File: src/rtl/sr_latch_monitor.sv
// Clocked response checker for an SR latch under test. Keeps a reference model of
// the expected latch state and flags and counts mismatches and forbidden-input events.
//
//   state      | meaning
//   -----------+--------------------------------------------------------------
//   ST_UNKNOWN | latch state undefined (after reset or forbidden release)
//   ST_SETTLE  | expected state known, waiting for the latch to respond
//   ST_CHECK   | expected state known, Q/Qn compared every cycle
//   ST_FORB    | forbidden inputs applied, both outputs checked at NAND_MODE
module sr_latch_monitor #(
    parameter logic NAND_MODE = 1'b0,
    parameter int   SETTLE    = 2,
    parameter int   CNT_W     = 8
) (
    input  logic             clk,
    input  logic             rst,
    input  logic             s,
    input  logic             r,
    input  logic             q,
    input  logic             qn,
    output logic             exp_q,
    output logic             exp_valid,
    output logic             err,
    output logic             err_sticky,
    output logic [CNT_W-1:0] err_cnt,
    output logic [CNT_W-1:0] forb_cnt
);

    typedef enum logic [1:0] {
        ST_UNKNOWN = 2'd0,
        ST_SETTLE  = 2'd1,
        ST_CHECK   = 2'd2,
        ST_FORB    = 2'd3
    } state_t;

    localparam logic [3:0] SETTLE_LD = 4'(SETTLE - 1);

    logic             s_q, r_q, q_q, qn_q;
    logic             s_d, r_d, q_d, qn_d;
    state_t           state_q, state_d;
    logic [3:0]       cnt_q, cnt_d;
    logic             exp_q_q, exp_q_d;
    logic             exp_valid_q, exp_valid_d;
    logic             err_q, err_d;
    logic             err_sticky_q, err_sticky_d;
    logic [CNT_W-1:0] err_cnt_q, err_cnt_d;
    logic [CNT_W-1:0] forb_cnt_q, forb_cnt_d;

    logic set_a, rst_a, is_sr, is_forb, redirect;
    logic check_en, resp_ok;

    always_comb begin
        s_d      = s;
        r_d      = r;
        q_d      = q;
        qn_d     = qn;
        set_a    = s_q ^ NAND_MODE;
        rst_a    = r_q ^ NAND_MODE;
        is_sr    = set_a ^ rst_a;
        is_forb  = set_a & rst_a;
        // a SET/RESET that disagrees with the model restarts settling
        redirect = is_sr && (set_a != exp_q_q);
    end

    always_ff @(posedge clk) begin
        if (rst) begin
            s_q          <= NAND_MODE;
            r_q          <= NAND_MODE;
            q_q          <= 1'b0;
            qn_q         <= 1'b0;
            state_q      <= ST_UNKNOWN;
            cnt_q        <= '0;
            exp_q_q      <= 1'b0;
            exp_valid_q  <= 1'b0;
            err_q        <= 1'b0;
            err_sticky_q <= 1'b0;
            err_cnt_q    <= '0;
            forb_cnt_q   <= '0;
        end else begin
            s_q          <= s_d;
            r_q          <= r_d;
            q_q          <= q_d;
            qn_q         <= qn_d;
            state_q      <= state_d;
            cnt_q        <= cnt_d;
            exp_q_q      <= exp_q_d;
            exp_valid_q  <= exp_valid_d;
            err_q        <= err_d;
            err_sticky_q <= err_sticky_d;
            err_cnt_q    <= err_cnt_d;
            forb_cnt_q   <= forb_cnt_d;
        end
    end

    always_comb begin
        state_d = state_q;
        cnt_d   = cnt_q;
        exp_q_d = exp_q_q;
        case (state_q)
            ST_UNKNOWN: begin
                if (is_forb) begin
                    state_d = ST_FORB;
                    cnt_d   = SETTLE_LD;
                end else if (is_sr) begin
                    state_d = ST_SETTLE;
                    cnt_d   = SETTLE_LD;
                    exp_q_d = set_a;
                end
            end
            ST_SETTLE, ST_CHECK: begin
                if (is_forb) begin
                    state_d = ST_FORB;
                    cnt_d   = SETTLE_LD;
                end else if (redirect) begin
                    state_d = ST_SETTLE;
                    cnt_d   = SETTLE_LD;
                    exp_q_d = set_a;
                end else if (state_q == ST_SETTLE) begin
                    if (cnt_q == 4'd0) state_d = ST_CHECK;
                    else               cnt_d   = cnt_q - 4'd1;
                end
            end
            default: begin
                if (is_sr) begin
                    state_d = ST_SETTLE;
                    cnt_d   = SETTLE_LD;
                    exp_q_d = set_a;
                end else if (!is_forb) begin
                    state_d = ST_UNKNOWN;
                end else if (cnt_q != 4'd0) begin
                    cnt_d = cnt_q - 4'd1;
                end
            end
        endcase
        exp_valid_d = (state_d == ST_SETTLE) || (state_d == ST_CHECK);
    end

    // The terminal settle cycle already judges the first response sample; a cycle
    // whose inputs are leaving the current expectation is never judged.
    always_comb begin
        check_en = 1'b0;
        resp_ok  = 1'b1;
        case (state_q)
            ST_SETTLE: begin
                check_en = (cnt_q == 4'd0) && !is_forb && !redirect;
                resp_ok  = (q_q == exp_q_q) && (qn_q == ~exp_q_q);
            end
            ST_CHECK: begin
                check_en = !is_forb && !redirect;
                resp_ok  = (q_q == exp_q_q) && (qn_q == ~exp_q_q);
            end
            ST_FORB: begin
                check_en = (cnt_q == 4'd0) && is_forb;
                resp_ok  = (q_q == NAND_MODE) && (qn_q == NAND_MODE);
            end
            default: begin
                check_en = 1'b0;
                resp_ok  = 1'b1;
            end
        endcase
        err_d        = check_en && !resp_ok;
        err_sticky_d = err_sticky_q | err_d;
        err_cnt_d    = err_cnt_q;
        if (err_d && (err_cnt_q != {CNT_W{1'b1}}))
            err_cnt_d = err_cnt_q + 1'b1;
        forb_cnt_d = forb_cnt_q;
        if ((state_d == ST_FORB) && (state_q != ST_FORB) && (forb_cnt_q != {CNT_W{1'b1}}))
            forb_cnt_d = forb_cnt_q + 1'b1;
    end

    assign exp_q      = exp_q_q;
    assign exp_valid  = exp_valid_q;
    assign err        = err_q;
    assign err_sticky = err_sticky_q;
    assign err_cnt    = err_cnt_q;
    assign forb_cnt   = forb_cnt_q;

endmodule

File: config.mk
export PLATFORM = sky130hd
export DESIGN_NAME = sr_latch_monitor
export DESIGN_NICKNAME = d
export VERILOG_FILES = /design/src/rtl/sr_latch_monitor.sv
export SDC_FILE = /design/constraint.sdc
export NUM_CORES = 1
export LEC_CHECK = 0
export CAP_MARGIN = 0
export CORE_MARGIN = 1
export CORE_UTILIZATION = 40
export DETAILED_ROUTE_END_ITERATION = 10
export MAX_ROUTING_LAYER = met4
export PLACE_DENSITY_LB_ADDON = 0.2
export SKIP_LAST_GASP = 1
export SLEW_MARGIN = 20
export SYNTH_ARGS = -nofsm -noshare
export SYNTH_HDL_FRONTEND = slang
export SYNTH_SLANG_ARGS = --single-unit
File: constraint.sdc
create_clock -name clk -period 3 [get_ports clk]
set_input_delay 0.9 -clock clk [delete_from_list [all_inputs] [get_ports clk]]
set_output_delay 0.9 -clock clk [all_outputs]
set_load 0.01 [all_outputs]
# Yosys cells after proc, flatten, opt, wreduce, memory -nomap -nowiden
# Cells that the tools add are included.
dict set report word_totals {
  ff_bits 30
  latchBits 0
  ram_bits 0
  rom_bits 0
  inputBits 6
  out_inout_bits 20
  wordCells 88
  mem_count 0
}
dict set report op_classes {
  add_sub_neg 3
  n_mul 0
  div 0
  n_lt_le_gt_ge 0
  n_eq_ne 18
  n_shift 0
  muxes 26
  bitwise_logic 6
  reduce_logical 23
}
# operator count
set ops {}
lappend ops {{4-bit two-way mux} 9}
lappend ops {{8-bit by 1-bit adder with 8-bit output, second input constant} 2}
lappend ops {{2-bit two-way mux} 8}
lappend ops {{8-bit inequality test, second input constant} 2}
lappend ops {{1-bit logical AND} 11}
lappend ops {{2-bit == test, second input constant} 4}
lappend ops {{4-bit one-hot mux with 2 select lines} 1}
lappend ops {{4-bit nonzero test} 2}
lappend ops {{2-bit inequality test, second input constant} 3}
lappend ops {{5-bit AND reduction} 1}
lappend ops {{2-bit by 1-bit == test with 1-bit output, second input constant} 2}
lappend ops {{4-bit zero test} 1}
lappend ops {{1-bit two-way mux} 4}
lappend ops {{4-bit by 1-bit inequality test with 1-bit output, second input constant} 1}
lappend ops {{4-bit inequality test, second input constant} 1}
lappend ops {{1-bit one-hot mux with 2 select lines} 2}
lappend ops {{2-bit one-hot mux with 2 select lines} 1}
lappend ops {{4-bit by 1-bit subtractor with 4-bit output, second input constant} 1}
lappend ops {{1-bit zero test} 3}
lappend ops {{3-bit inequality test, second input constant} 1}
lappend ops {{1-bit inverter} 3}
lappend ops {{1-bit one-hot mux with 3 select lines} 1}
lappend ops {{3-bit AND reduction} 1}
lappend ops {{3-bit nonzero test} 1}
lappend ops {{other kinds (9)} 10}

# Depth between registers and ports, before layout
dict set report depth {
  depth_word 9
  depth_mapped 12
  depth_no_buf 12
}

# Worst setup path before layout
# OpenSTA, ideal clock, no wires.
dict set report synth_path {
  path_type {register to register}
  startpoint {register s_q}
  endpoint {register forb_cnt_q[7], in the netlist forb_cnt[7]}
  setup_time_ns 0.128
  arrival_time_ns 2.484
  required_ns 2.872
  path_slack_ns 0.388
  stages_incl_launch_ff 13
  path_buffers 1
  period_less_slack_ns 2.612
  cell_sequence {dfxtp_1 > inv_1 > ha_1 > clkbuf_1 > and2_1 > a211o_1 > a221oi_1 > a21oi_1 > ha_1 > o211ai_1 > nor3_1 > xnor2_1 > nor2_1}
}
dict set report synth_between {
  elab_chain_cells 8
  elab_cells_between_ends 14
  cone_classes {eq/ne (2); mux (7); bitwise (2); reduce/logical (3)}
}
# item line_no
set synth_rtl {}
lappend synth_rtl {{start, declared} 38} ;# logic s_q, r_q, q_q, qn_q;
lappend synth_rtl {{start signal, assigned} 67} ;# s_q <= NAND_MODE;
lappend synth_rtl {{start signal, assigned} 80} ;# s_q <= s_d;
lappend synth_rtl {{1-bit XOR or 1-bit inequality test (tied branches)} {59, 62}}
lappend synth_rtl {{1-bit logical AND} 62} ;# redirect = is_sr && (set_a != exp_q_q);
lappend synth_rtl {{2-bit two-way mux} 114} ;# end else if (redirect) begin
lappend synth_rtl {{2-bit two-way mux} 111} ;# if (is_forb) begin
lappend synth_rtl {{2-bit one-hot mux with 2 select lines *} 99} ;# case (state_q)
lappend synth_rtl {{net state_d[0]} 40} ;# state_t state_q, state_d;
lappend synth_rtl {{2-bit == test *} 167} ;# if ((state_d == ST_FORB) && (state_q != ST_FORB) && (forb_cnt_q != {CNT_W{1'b1}}))
lappend synth_rtl {{1-bit logical AND * (2 in a row)} 167}
lappend synth_rtl {{end signal, assigned} 91} ;# forb_cnt_q <= forb_cnt_d;
lappend synth_rtl {{end, declared} 47} ;# logic [CNT_W-1:0] forb_cnt_q, forb_cnt_d;
# Mark *: on every way through the listed nets, which the timed path passes. The rest lies on a longest branch.
# A chain may end at the register's enable or synchronous reset.

# Worst setup path after layout
dict set report layout_path {
  startpoint {register state_q[0]}
  endpoint {register forb_cnt_q[7], in the netlist forb_cnt[7]}
}
dict set report layout_between {
  elab_chain_cells 8
  elab_cells_between_ends 17
  cone_classes {eq/ne (4); mux (9); reduce/logical (4)}
}
# item line_no
set layout_rtl {}
lappend layout_rtl {{start, declared} 40}
lappend layout_rtl {{start signal, assigned} 84} ;# state_q <= state_d;
lappend layout_rtl {{2-bit by 1-bit == test with 1-bit output} {99, 118}}
lappend layout_rtl {{2-bit two-way mux} 118} ;# end else if (state_q == ST_SETTLE) begin
lappend layout_rtl {{2-bit two-way mux} 114}
lappend layout_rtl {{2-bit two-way mux} 111}
lappend layout_rtl {{2-bit one-hot mux with 2 select lines *} 99}
lappend layout_rtl {{net state_d[1]} 40}
lappend layout_rtl {{2-bit == test *} 167}
lappend layout_rtl {{1-bit logical AND * (2 in a row)} 167}
# Marks and branches as above.

==> metrics.yaml <==
status:
  status: "completed"
power:
  vdd_drop_max_mv: 0.390
  p_leak_nw: 0.746
  p_per_area_nw_per_um2: 682
floorplan:
  dieArea_um2: 4440
  io-pin-count: 26
  fp.dieH_um: 66.6
  core_um2: 4000
  start_util_pct: 41.8
  die_w_um: 66.6
  row_count: 23
sta:
  finalSetupViolCount: 0
  setup_tns_ns: 0
  fmaxAchievable_mhz: 379
  min_period_ns: 2.64
  fin_ws_ns: 0.359
  fin_skew_ns: 0.00476
  relSlewSlack_pct: 53.2
  finalCritPeriodShare_pct: 88.0
  finalMaxSlewViolations: 0
  tightest_slew_ns: 0.700
  rsz0062_at_grt: "no"
  finalHoldViolations: 0
critical_path:
  arrival_ns: 2.81
  worst_setup_path_end_kind: "flop"
  critPathRequiredTime_ns: 3.17
  worstSetupPathType: "flop to flop"
  crit_fanout: 9
  startpoint_type: "flop"
  regToRegSetupSlack_ns: 0.36
clocking:
  cts-root-buf: "clkbuf_8"
  cts-buffers-inserted: 5
  clock_latency_ns: 0.28
  clock-sinks: 30
  path_clk_slew_ns: 0.06
  cts_buffer_depth: 2
  htreeDepth: 2
  cts_tree: "done"
detailed_routing:
  drt-total-wl_um: 3300
  dr_total_vias: 1442
  drc: 0
  ant_nets: 0
  wl_per_cell_um: 12.0
  drt_iter0_drc: 77
  dr.pass1.iters: 4
  drt-vias-per-instance: 5.24
yosys:
  yosysMostFrequentCell: "dfxtp_1"
  synth_area_leaders: "dfxtp_1 36%, ha_1 8.2%, nor2b_1 4.1%"
  syn_area_um2: 1670
  synth_edf_count: 0
  async_reset_ff_share_pct: 0
  syn-num-nets: 212
  yosys.cell_types.count: 45
  ys_warn_count: 0
  syn_inst: 195
  ys_ff_latch: 30
  synth_top_cell_by_area: "dfxtp_1"
  ys_seq_area_share_pct: 36.0
  synth_top_area_share_pct: 36.0
  synth_commonest_cells: "30 x dfxtp_1, 18 x nor2_1, 16 x nand2_1"
  avgSynthCellArea_um2: 8.57
  ys.flop_type: "dfxtp_1"
global_routing:
  gr-usage-all-layers_pct: 17.6
  grt_max_degree: 34
  grt_pass1_vias: 1314
  antenna_found_initial: 0
  grt_pass1_wl_um: 5730
  grt_overflow: 0
place:
  io_buffers: 25
  hpwl_um: 2380
  dp_slack_ns: 0.218
  place.gp.congestion: 0.778
hold_path:
  hold_path.class: "flop to flop"
layout:
  post-route-util_pct: 52.1
  nets: 241
  drive_gt1_share_pct: 8.00
  num_antenna_cells: 0
  syn_to_final_growth_pct: 24.7
  fill_cells: 372
  multi_input_area_um2: 995
  final-seq-area_um2: 601
run:
  cap_violations: 0
-- flip-flops by register name, indices dropped and copies added, names as in the netlist --
register and flops:
exp_q 1, r_q 1, exp_valid 1, err_sticky 1, err_cnt 8, err 1, state_q 2, q_q 1
forb_cnt 8, cnt_q 4, s_q 1, qn_q 1
-- power breakdown --
part | switching, mW | internal, mW | leakage (nW)
clock | 0.147 | 0.185 | 0.0482
sequential | 0.0512 | 0.454 | 0.244
combinational | 0.313 | 0.271 | 0.454
total | 0.511 | 0.909 | 0.746
-- what timing repair did --
action	CTS	global route
hold buffers	0	0
setup endpoints to repair	0	6
buffers inserted	0	0
gates resized for setup	0	1
-- critical path, stage by stage, from the launching register on --
cell,delay [ns]
dfxtp_1,0.41
inv_1,0.09
ha_1,0.40
o21ai_0,0.37
nand2_1,0.10
o31a_1,0.26
ha_1,0.20
o211ai_1,0.33
nor3_1,0.14
xnor2_1,0.17
nor2_1,0.05
-- per-stage QoR --
stage          std cells  cell area, um^2  power, mW  hold WS, ns
3_3_place_gp         267             1990       1.09        0.434
3_5_place_dp         267             1990       1.09        0.441
4_1_cts              275             2080       1.43        0.446
5_1_grt              275             2080       1.53        0.489
6_report             275             2080       1.42        0.444
2_1_floorplan        195             1670      0.945        0.458
-- logic make-up (layout without fill, tap and decap cells) --
family | count (synthesis) | after routing | share of synthesized area, %
multiplexers | 5 | 5 | 3.22
adder cells (fa/ha/maj) | 11 | 11 | 8.24
XOR/XNOR | 7 | 7 | 4.12
AND/OR/NAND/NOR | 83 | 83 | 25.7
AO/OA/AOI/OAI | 40 | 40 | 18.0
flip-flops | 30 | 30 | 36.0
buffers and inverters | 19 | 49 | 4.79
-- cell usage in the layout, fill, tap and decap left out, types with 7 or more instances in the layout --
cell type,count
dfxtp_1,30
inv_1,13
nor2_1,18
nand2_1,16
clkdlybuf4s50_1,25
o21ai_0,8
a21oi_1,12
ha_1,11
nand3_1,7
nor2b_1,11
-- final cells by class --
class / count / share of cell area [%]
Multi-Input combinational cell: 146 / 47.7
Sequential cell: 30 / 28.8
Timing Repair Buffer: 28 / 13.7
Clock buffer: 7 / 4.14
Tap cell: 50 / 3.00
Inverter: 13 / 2.34
Clock inverter: 1 / 0.240
-- worst paths after layout --
path / start / end / cells past startpoint
hold reg to reg: err_sticky$_SDFF_PP0_ / err_sticky$_SDFF_PP0_ / 2
setup / recovery: state_q[0]$_SDFF_PP0_ / forb_cnt[7]$_SDFFE_PP0P_ / 10
setup reg to reg: state_q[0]$_SDFF_PP0_ / forb_cnt[7]$_SDFFE_PP0P_ / 10
hold / removal: err_sticky$_SDFF_PP0_ / err_sticky$_SDFF_PP0_ / 2
-- layer usage --
layer,up-vias,GRT usage (%),routed length [um]
met1,673,22.0,1630
met5,-,-,0
met2,16,27.1,1520
li1,746,-,-
met4,0,7.45,58
met3,7,4.11,95
No activity file was read; power rests on OpenSTA's default activity.
